===== config.mk =====
export PLATFORM = sky130hd
export DESIGN_NAME = wb_stream_bridge_device
export DESIGN_NICKNAME = d
export VERILOG_FILES = /design/src/rtl/wb_pkg.sv /design/src/rtl/sync_fifo.sv /design/src/rtl/wb_stream_bridge_device.sv
export SDC_FILE = /design/constraint.sdc
export NUM_CORES = 1
export LEC_CHECK = 0
export CAP_MARGIN = 20
export CORE_MARGIN = 3
export CORE_UTILIZATION = 45
export CTS_CLUSTER_SIZE = 20
export DETAILED_ROUTE_END_ITERATION = 12
export PLACE_DENSITY = 0.7
export SETUP_SLACK_MARGIN = 0.15
export SLEW_MARGIN = 20
export SYNTH_ARGS = -nofsm -noshare
export SYNTH_HDL_FRONTEND = slang
export SYNTH_SLANG_ARGS = --single-unit

===== constraint.sdc =====
create_clock -name clk_i -period 2.49 [get_ports clk_i]
set_clock_uncertainty 0.2 [all_clocks]
set_input_delay 0.3735 -clock clk_i [delete_from_list [all_inputs] [get_ports clk_i]]
set_output_delay 0.3735 -clock clk_i [all_outputs]
set_load 0.02 [all_outputs]

===== src/rtl/wb_pkg.sv =====
// Shared types for the Wishbone stream bridge.
// Holds the FSM state encoding, response codes and wait-counter width.
package wb_pkg;

  localparam int CNT_W = 4;

  typedef enum logic [1:0] {
    IDLE,
    WAIT,
    RESP
  } wb_state_t;

  typedef enum logic [1:0] {
    NONE,
    ACK,
    ERR,
    RTY
  } wb_resp_t;

endpackage


===== src/rtl/sync_fifo.sv =====
// Single-clock FIFO with registered occupancy.
// The head entry is visible combinationally.
module sync_fifo #(
  parameter int DAT_WIDTH = 8,
  parameter int DEPTH     = 4
) (
  input  logic                         clk,
  input  logic                         rst,
  input  logic                         push,
  input  logic                         pop,
  input  logic [DAT_WIDTH-1:0]         push_data,
  output logic [DAT_WIDTH-1:0]         head,
  output logic                         full,
  output logic                         empty,
  output logic [$clog2(DEPTH+1)-1:0]   level
);

  localparam int PTR_W = $clog2(DEPTH);
  localparam int LVL_W = $clog2(DEPTH+1);

  logic [DAT_WIDTH-1:0] mem [DEPTH];
  logic [PTR_W-1:0]     wptr;
  logic [PTR_W-1:0]     rptr;
  logic [LVL_W-1:0]     count;
  logic                 do_push;
  logic                 do_pop;

  assign full    = (count == LVL_W'(DEPTH));
  assign empty   = (count == '0);
  assign do_push = push && !full;
  assign do_pop  = pop && !empty;
  assign head    = mem[rptr];
  assign level   = count;

  // Storage needs no reset; pointers and count define validity.
  always_ff @(posedge clk) begin
    if (do_push) begin
      mem[wptr] <= push_data;
    end
  end

  always_ff @(posedge clk or posedge rst) begin
    if (rst) begin
      wptr  <= '0;
      rptr  <= '0;
      count <= '0;
    end else begin
      if (do_push) begin
        wptr <= wptr + PTR_W'(1);
      end
      if (do_pop) begin
        rptr <= rptr + PTR_W'(1);
      end
      unique case ({do_push, do_pop})
        2'b10:   count <= count + LVL_W'(1);
        2'b01:   count <= count - LVL_W'(1);
        default: count <= count;
      endcase
    end
  end

endmodule


===== src/rtl/wb_stream_bridge_device.sv =====
// Wishbone classic device: writes feed a TX stream FIFO, reads drain an RX
// stream FIFO, with registered one-hot responses and optional wait states.
module wb_stream_bridge_device
  import wb_pkg::*;
#(
  parameter int DAT_WIDTH      = 8,
  parameter int DEPTH          = 4,
  parameter int WAIT_STATES    = 0,
  parameter bit RETRY_ON_STALL = 1'b1
) (
  input  logic                       clk_i,
  input  logic                       rst_i,
  input  logic                       cyc_i,
  input  logic                       stb_i,
  input  logic                       we_i,
  input  logic [DAT_WIDTH-1:0]       dat_i,
  output logic                       ack_o,
  output logic                       err_o,
  output logic                       rty_o,
  output logic [DAT_WIDTH-1:0]       dat_o,
  output logic [DAT_WIDTH-1:0]       tx_data_o,
  output logic                       tx_valid_o,
  input  logic                       tx_ready_i,
  input  logic [DAT_WIDTH-1:0]       rx_data_i,
  input  logic                       rx_valid_i,
  output logic                       rx_ready_o,
  output logic [$clog2(DEPTH+1)-1:0] tx_level_o,
  output logic [$clog2(DEPTH+1)-1:0] rx_level_o
);

  wb_state_t            state_q;
  wb_state_t            state_d;
  logic [CNT_W-1:0]     cnt_q;
  logic [CNT_W-1:0]     cnt_d;
  wb_resp_t             resp_q;
  wb_resp_t             resp_d;
  logic                 req;
  logic                 commit;
  logic                 xfer_ok;

  logic                 tx_full;
  logic                 tx_empty;
  logic                 tx_push;
  logic                 tx_pop;
  logic                 rx_full;
  logic                 rx_empty;
  logic                 rx_push;
  logic                 rx_pop;
  logic [DAT_WIDTH-1:0] rx_head;

  assign req = cyc_i && stb_i;

  // Stall decisions use pre-edge occupancy; no same-edge bypass.
  assign xfer_ok = we_i ? !tx_full : !rx_empty;
  assign tx_push = commit && we_i && !tx_full;
  assign rx_pop  = commit && !we_i && !rx_empty;

  assign tx_valid_o = !tx_empty;
  assign tx_pop     = tx_valid_o && tx_ready_i;
  assign rx_ready_o = !rx_full;
  assign rx_push    = rx_valid_i && rx_ready_o;

  always_ff @(posedge clk_i or posedge rst_i) begin
    if (rst_i) begin
      state_q <= IDLE;
      cnt_q   <= '0;
      resp_q  <= NONE;
      dat_o   <= '0;
    end else begin
      state_q <= state_d;
      cnt_q   <= cnt_d;
      resp_q  <= resp_d;
      if (rx_pop) begin
        dat_o <= rx_head;
      end
    end
  end

  always_comb begin
    state_d = state_q;
    cnt_d   = cnt_q;
    commit  = 1'b0;
    unique case (state_q)
      IDLE: begin
        if (req) begin
          if (WAIT_STATES == 0) begin
            state_d = RESP;
            commit  = 1'b1;
          end else begin
            state_d = WAIT;
            cnt_d   = CNT_W'(WAIT_STATES);
          end
        end
      end
      WAIT: begin
        if (!cyc_i) begin
          state_d = IDLE;
          cnt_d   = '0;
        end else if (cnt_q == CNT_W'(1)) begin
          state_d = RESP;
          cnt_d   = '0;
          commit  = 1'b1;
        end else begin
          cnt_d = cnt_q - CNT_W'(1);
        end
      end
      RESP: begin
        state_d = IDLE;
      end
      default: begin
        state_d = IDLE;
        cnt_d   = '0;
      end
    endcase
  end

  always_comb begin
    resp_d = NONE;
    if (commit) begin
      if (xfer_ok) begin
        resp_d = ACK;
      end else if (RETRY_ON_STALL) begin
        resp_d = RTY;
      end else begin
        resp_d = ERR;
      end
    end
  end

  always_comb begin
    ack_o = (resp_q == ACK);
    err_o = (resp_q == ERR);
    rty_o = (resp_q == RTY);
  end

  sync_fifo #(
    .DAT_WIDTH (DAT_WIDTH),
    .DEPTH     (DEPTH)
  ) u_tx_fifo (
    .clk       (clk_i),
    .rst       (rst_i),
    .push      (tx_push),
    .pop       (tx_pop),
    .push_data (dat_i),
    .head      (tx_data_o),
    .full      (tx_full),
    .empty     (tx_empty),
    .level     (tx_level_o)
  );

  sync_fifo #(
    .DAT_WIDTH (DAT_WIDTH),
    .DEPTH     (DEPTH)
  ) u_rx_fifo (
    .clk       (clk_i),
    .rst       (rst_i),
    .push      (rx_push),
    .pop       (rx_pop),
    .push_data (rx_data_i),
    .head      (rx_head),
    .full      (rx_full),
    .empty     (rx_empty),
    .level     (rx_level_o)
  );

endmodule


==> impl_metrics.sql <==
INSERT INTO impl_metrics (metric_group, metric, value, unit) VALUES
('detailed_routing', 'vias', '1808', ''),
('placed_design', 'dpl.hpwl', '4320', 'µm'),
('clocking', 'root_buffer', 'clkbuf_8', ''),
('timing', 'fin_crit', '2.28', 'ns'),
('die', 'die_area', '9100', 'µm²'),
('logic_synthesis', 'synth.most_common_cell', 'edfxtp_1', ''),
('clocking', 'clkTransAtPathRegs', '0.09', 'ns'),
('global_route', 'grt_max_degree', '18', ''),
('power_and_ir_drop', 'power.sequential.fraction', '43.8', '%'),
('critical_path', 'critical-path-max-stage-delay', '0.50', 'ns'),
('logic_synthesis', 'synthTopCellsByArea', 'edfxtp_1 (53%), dfrtp_1 (17%), mux4_2 (8.1%), ha_1 (3.5%), mux2_2 (3.1%)', ''),
('layout', 'multiInputGateArea', '982', 'µm²'),
('clocking', 'cts-root-to-sink-buffers', '2', ''),
('timing', 'finalSetupViolations', '0', ''),
('logic_synthesis', 'yosys.area.top_type_share', '53.5', '%'),
('power_and_ir_drop', 'power.net_switching', '1.55', 'mW'),
('placed_design', 'dpl-instance-area', '4360', 'µm²'),
('die', 'floorplan.rows', '31', ''),
('power_and_ir_drop', 'p_comb_share', '36.2', '%'),
('global_route', 'grt_pass1_vias', '1965', ''),
('logic_synthesis', 'synth_warnings', '0', ''),
('critical_path', 'timing.critical_path.slowest_stage_cell', 'mux4_2', ''),
('critical_path', 'setup.worst_path.end_class', 'output pin', ''),
('critical_path', 'critical_path_cell_by_cell', 'buf_12 > mux4_2 > clkdlybuf4s15_1', ''),
('placed_design', 'pre_cts_slack', '-0.0291', 'ns'),
('detailed_routing', 'firstDrtPassIters', '4', ''),
('logic_synthesis', 'asyncSetResetFlopFracSynth', '28.1', '%'),
('die', 'chipHeight', '95.4', 'µm'),
('logic_synthesis', 'synth_top_cell_by_area', 'edfxtp_1', ''),
('timing', 'layout_worst_path_cycle_share', '91.4', '%'),
('logic_synthesis', 'yosysSeqAreaShare', '70.9', '%'),
('placed_design', 'port_buffers', '49', ''),
('layout', 'layout.cell_area.non_filler', '4590', 'µm²'),
('timing', 'achievable-frequency', '439', 'MHz'),
('logic_synthesis', 'cell_types_with_the_highest_counts_after_synthesis', 'edfxtp_1 (64), dfrtp_1 (25), inv_1 (13), mux4_2 (13)', ''),
('die', 'floorplan.io_pins', '50', ''),
('logic_synthesis', 'ys_types', '30', ''),
('clocking', 'tritoncts', 'yes', ''),
('min_path', 'hold_crit_class', 'in2async', ''),
('power_and_ir_drop', 'p_int', '3.40', 'mW'),
('placed_design', 'routability_congestion_estimate_from_global_placement', '0.702', ''),
('logic_synthesis', 'postSynthCellCount', '185', ''),
('detailed_routing', 'avgViaCountPerCell', '4.99', ''),
('timing', 'timing.final.hold_violations', '0', ''),
('clocking', 'cts_made_buffers', '9', ''),
('detailed_routing', 'drtAntennaViolNets', '0', ''),
('global_route', 'antenna_violations_before_repair', '0', ''),
('clocking', 'hold_buffers', '0', ''),
('outcome', 'outcome', 'finished, final reports clean', ''),
('layout', 'area_delta_synth_final', '27.6', '%'),
('logic_synthesis', 'synth_edf_count', '64', ''),
('power_and_ir_drop', 'power.density_cell_area', '1080', 'nW/µm²'),
('detailed_routing', 'drt_drc', '0', ''),
('die', 'die_w', '95.4', 'µm'),
('detailed_routing', 'first_drt_iteration_drcs', '74', ''),
('logic_synthesis', 'synth.net_count', '220', ''),
('critical_path', 'largest_fanout_on_the_critical_path', '8', ''),
('critical_path', 'path_type_of_the_worst_setup_path', 'reg2out', ''),
('timing', 'final-max-slew-violation-count', '0', ''),
('power_and_ir_drop', 'switching_share', '31.3', '%'),
('global_route', 'grt_use_total', '14.7', '%'),
('critical_path', 'crit_family', 'multiplexers', ''),
('clocking', 'clock_insertion_delay_worst_skew', '0.35', 'ns'),
('detailed_routing', 'route.final.wire_length', '6050', 'µm'),
('layout', 'share_of_final_layout_standard_cells_stronger_than_drive_strength_1', '25.9', '%'),
('layout', 'filler_cell_count', '554', ''),
('power_and_ir_drop', 'power_frac_clock', '20.0', '%'),
('die', 'fp.coreArea', '7490', 'µm²'),
('critical_path', 'crit_arrival', '1.70', 'ns'),
('layout', 'design.final.nets', '293', ''),
('clocking', 'h-tree-depth', '3', '');
[placed cells by master (no fill, tap or decap), types with 2 or more instances in the layout]
cell              n
edfxtp_1         64
clkdlybuf4s50_1  40
dfrtp_1          24
inv_1            13
mux4_2           13
buf_4            12
mux2_2           10
clkbuf_8         10
ha_1              9
xnor2_1           7
clkdlybuf4s15_1   7
xor2_1            5
and2_1            5
buf_12            5
and3_2            4
mux4_1            3
nor2_1            3
nand2_1           3
nor2b_1           2
fa_1              2
clkinvlp_4        2
[layer usage]
layer / vias to the layer above / track usage (%) / part of all wire, %
met3: 8 / 4.34 / 3.9
met5: - / 0 / 0
met4: 0 / 6.52 / 1.7
li1: 843 / - / -
met1: 922 / 17.2 / 41
met2: 35 / 25.0 / 53
[final timing paths]
check	startpoint	endpoint	slack, ns	cells after the start
max in group asynchronous	rst_i	u_rx_fifo.level[0]	1.31	3
min	rst_i	dat_o[6]	0.22	2
min reg2reg	dat_o[4]	dat_o[4]	0.32	1
min in group clk_i	dat_o[4]	dat_o[4]	0.32	1
max reg2reg	u_rx_fifo.level[0]	u_rx_fifo.level[1]	0.22	6
max	u_tx_fifo.rptr[0]	tx_data_o[6]	0.21	3
[area by class of cell]
type	count	share of cell area [%]
Timing Repair Buffer	66	14.8
Sequential cell	89	55.6
Clock buffer	11	3.08
Inverter	13	1.06
Tap cell	99	2.70
Clock inverter	5	1.36
Multi-Input combinational cell	79	21.4
[power by group through the flow]
stage / registers [mW] / clock network, mW / logic (mW)
after floorplan: 2.24 / 0 / 1.01
after global placement: 2.19 / 0 / 1.78
after detailed placement: 2.20 / 0 / 1.83
after CTS: 2.17 / 1.01 / 1.80
after global routing: 2.20 / 1.07 / 1.95
final: 2.17 / 0.990 / 1.79
[cell families (layout without fill, tap and decap cells)]
kind of cell / Yosys count / after routing / synth area share, %
multiplexers: 28 / 28 / 14.2
XOR/XNOR: 12 / 12 / 2.92
buffers and inverters: 17 / 95 / 2.02
AO/OA/AOI/OAI: 4 / 4 / 0.800
flip-flops: 89 / 89 / 70.9
AND/OR/NAND/NOR: 23 / 23 / 4.63
adder cells (fa/ha/maj): 12 / 12 / 4.59
[timing repair]
action                                  4_1_cts  5_1_grt
setup buffers                                 1        1
endpoints found under the setup margin        8       11
resized for setup                             8       12
pin swaps                                     0        1
cloned                                        0        0
[state kept, by name (all words and copies together), names as in the netlist, 3 cells and up]
signal and flops:
u_tx_fifo.level 3, u_rx_fifo.level 3, u_rx_fifo.mem 32, dat_o 8, u_tx_fifo.mem 32
[per-stage QoR]
stage	std cells	TNS (ns)	power (mW)	util, %
after floorplan	185	0	3.25	-
after global placement	344	0	3.97	58.3
after detailed placement	344	-0.0291	4.03	58.3
after CTS	361	0	4.99	61.0
after global routing	362	0	5.23	61.3
final	362	0	4.95	61.3
[worst reg2reg max path, cell delays in order (launching register included)]
cell and delay, ns:
dfrtp_2 0.41, or3b_4 0.43, and2_4 0.19, inv_1 0.06, ha_2 0.19, fa_1 0.42
mux2_2 0.27
No activity file was read; power rests on OpenSTA's default activity.
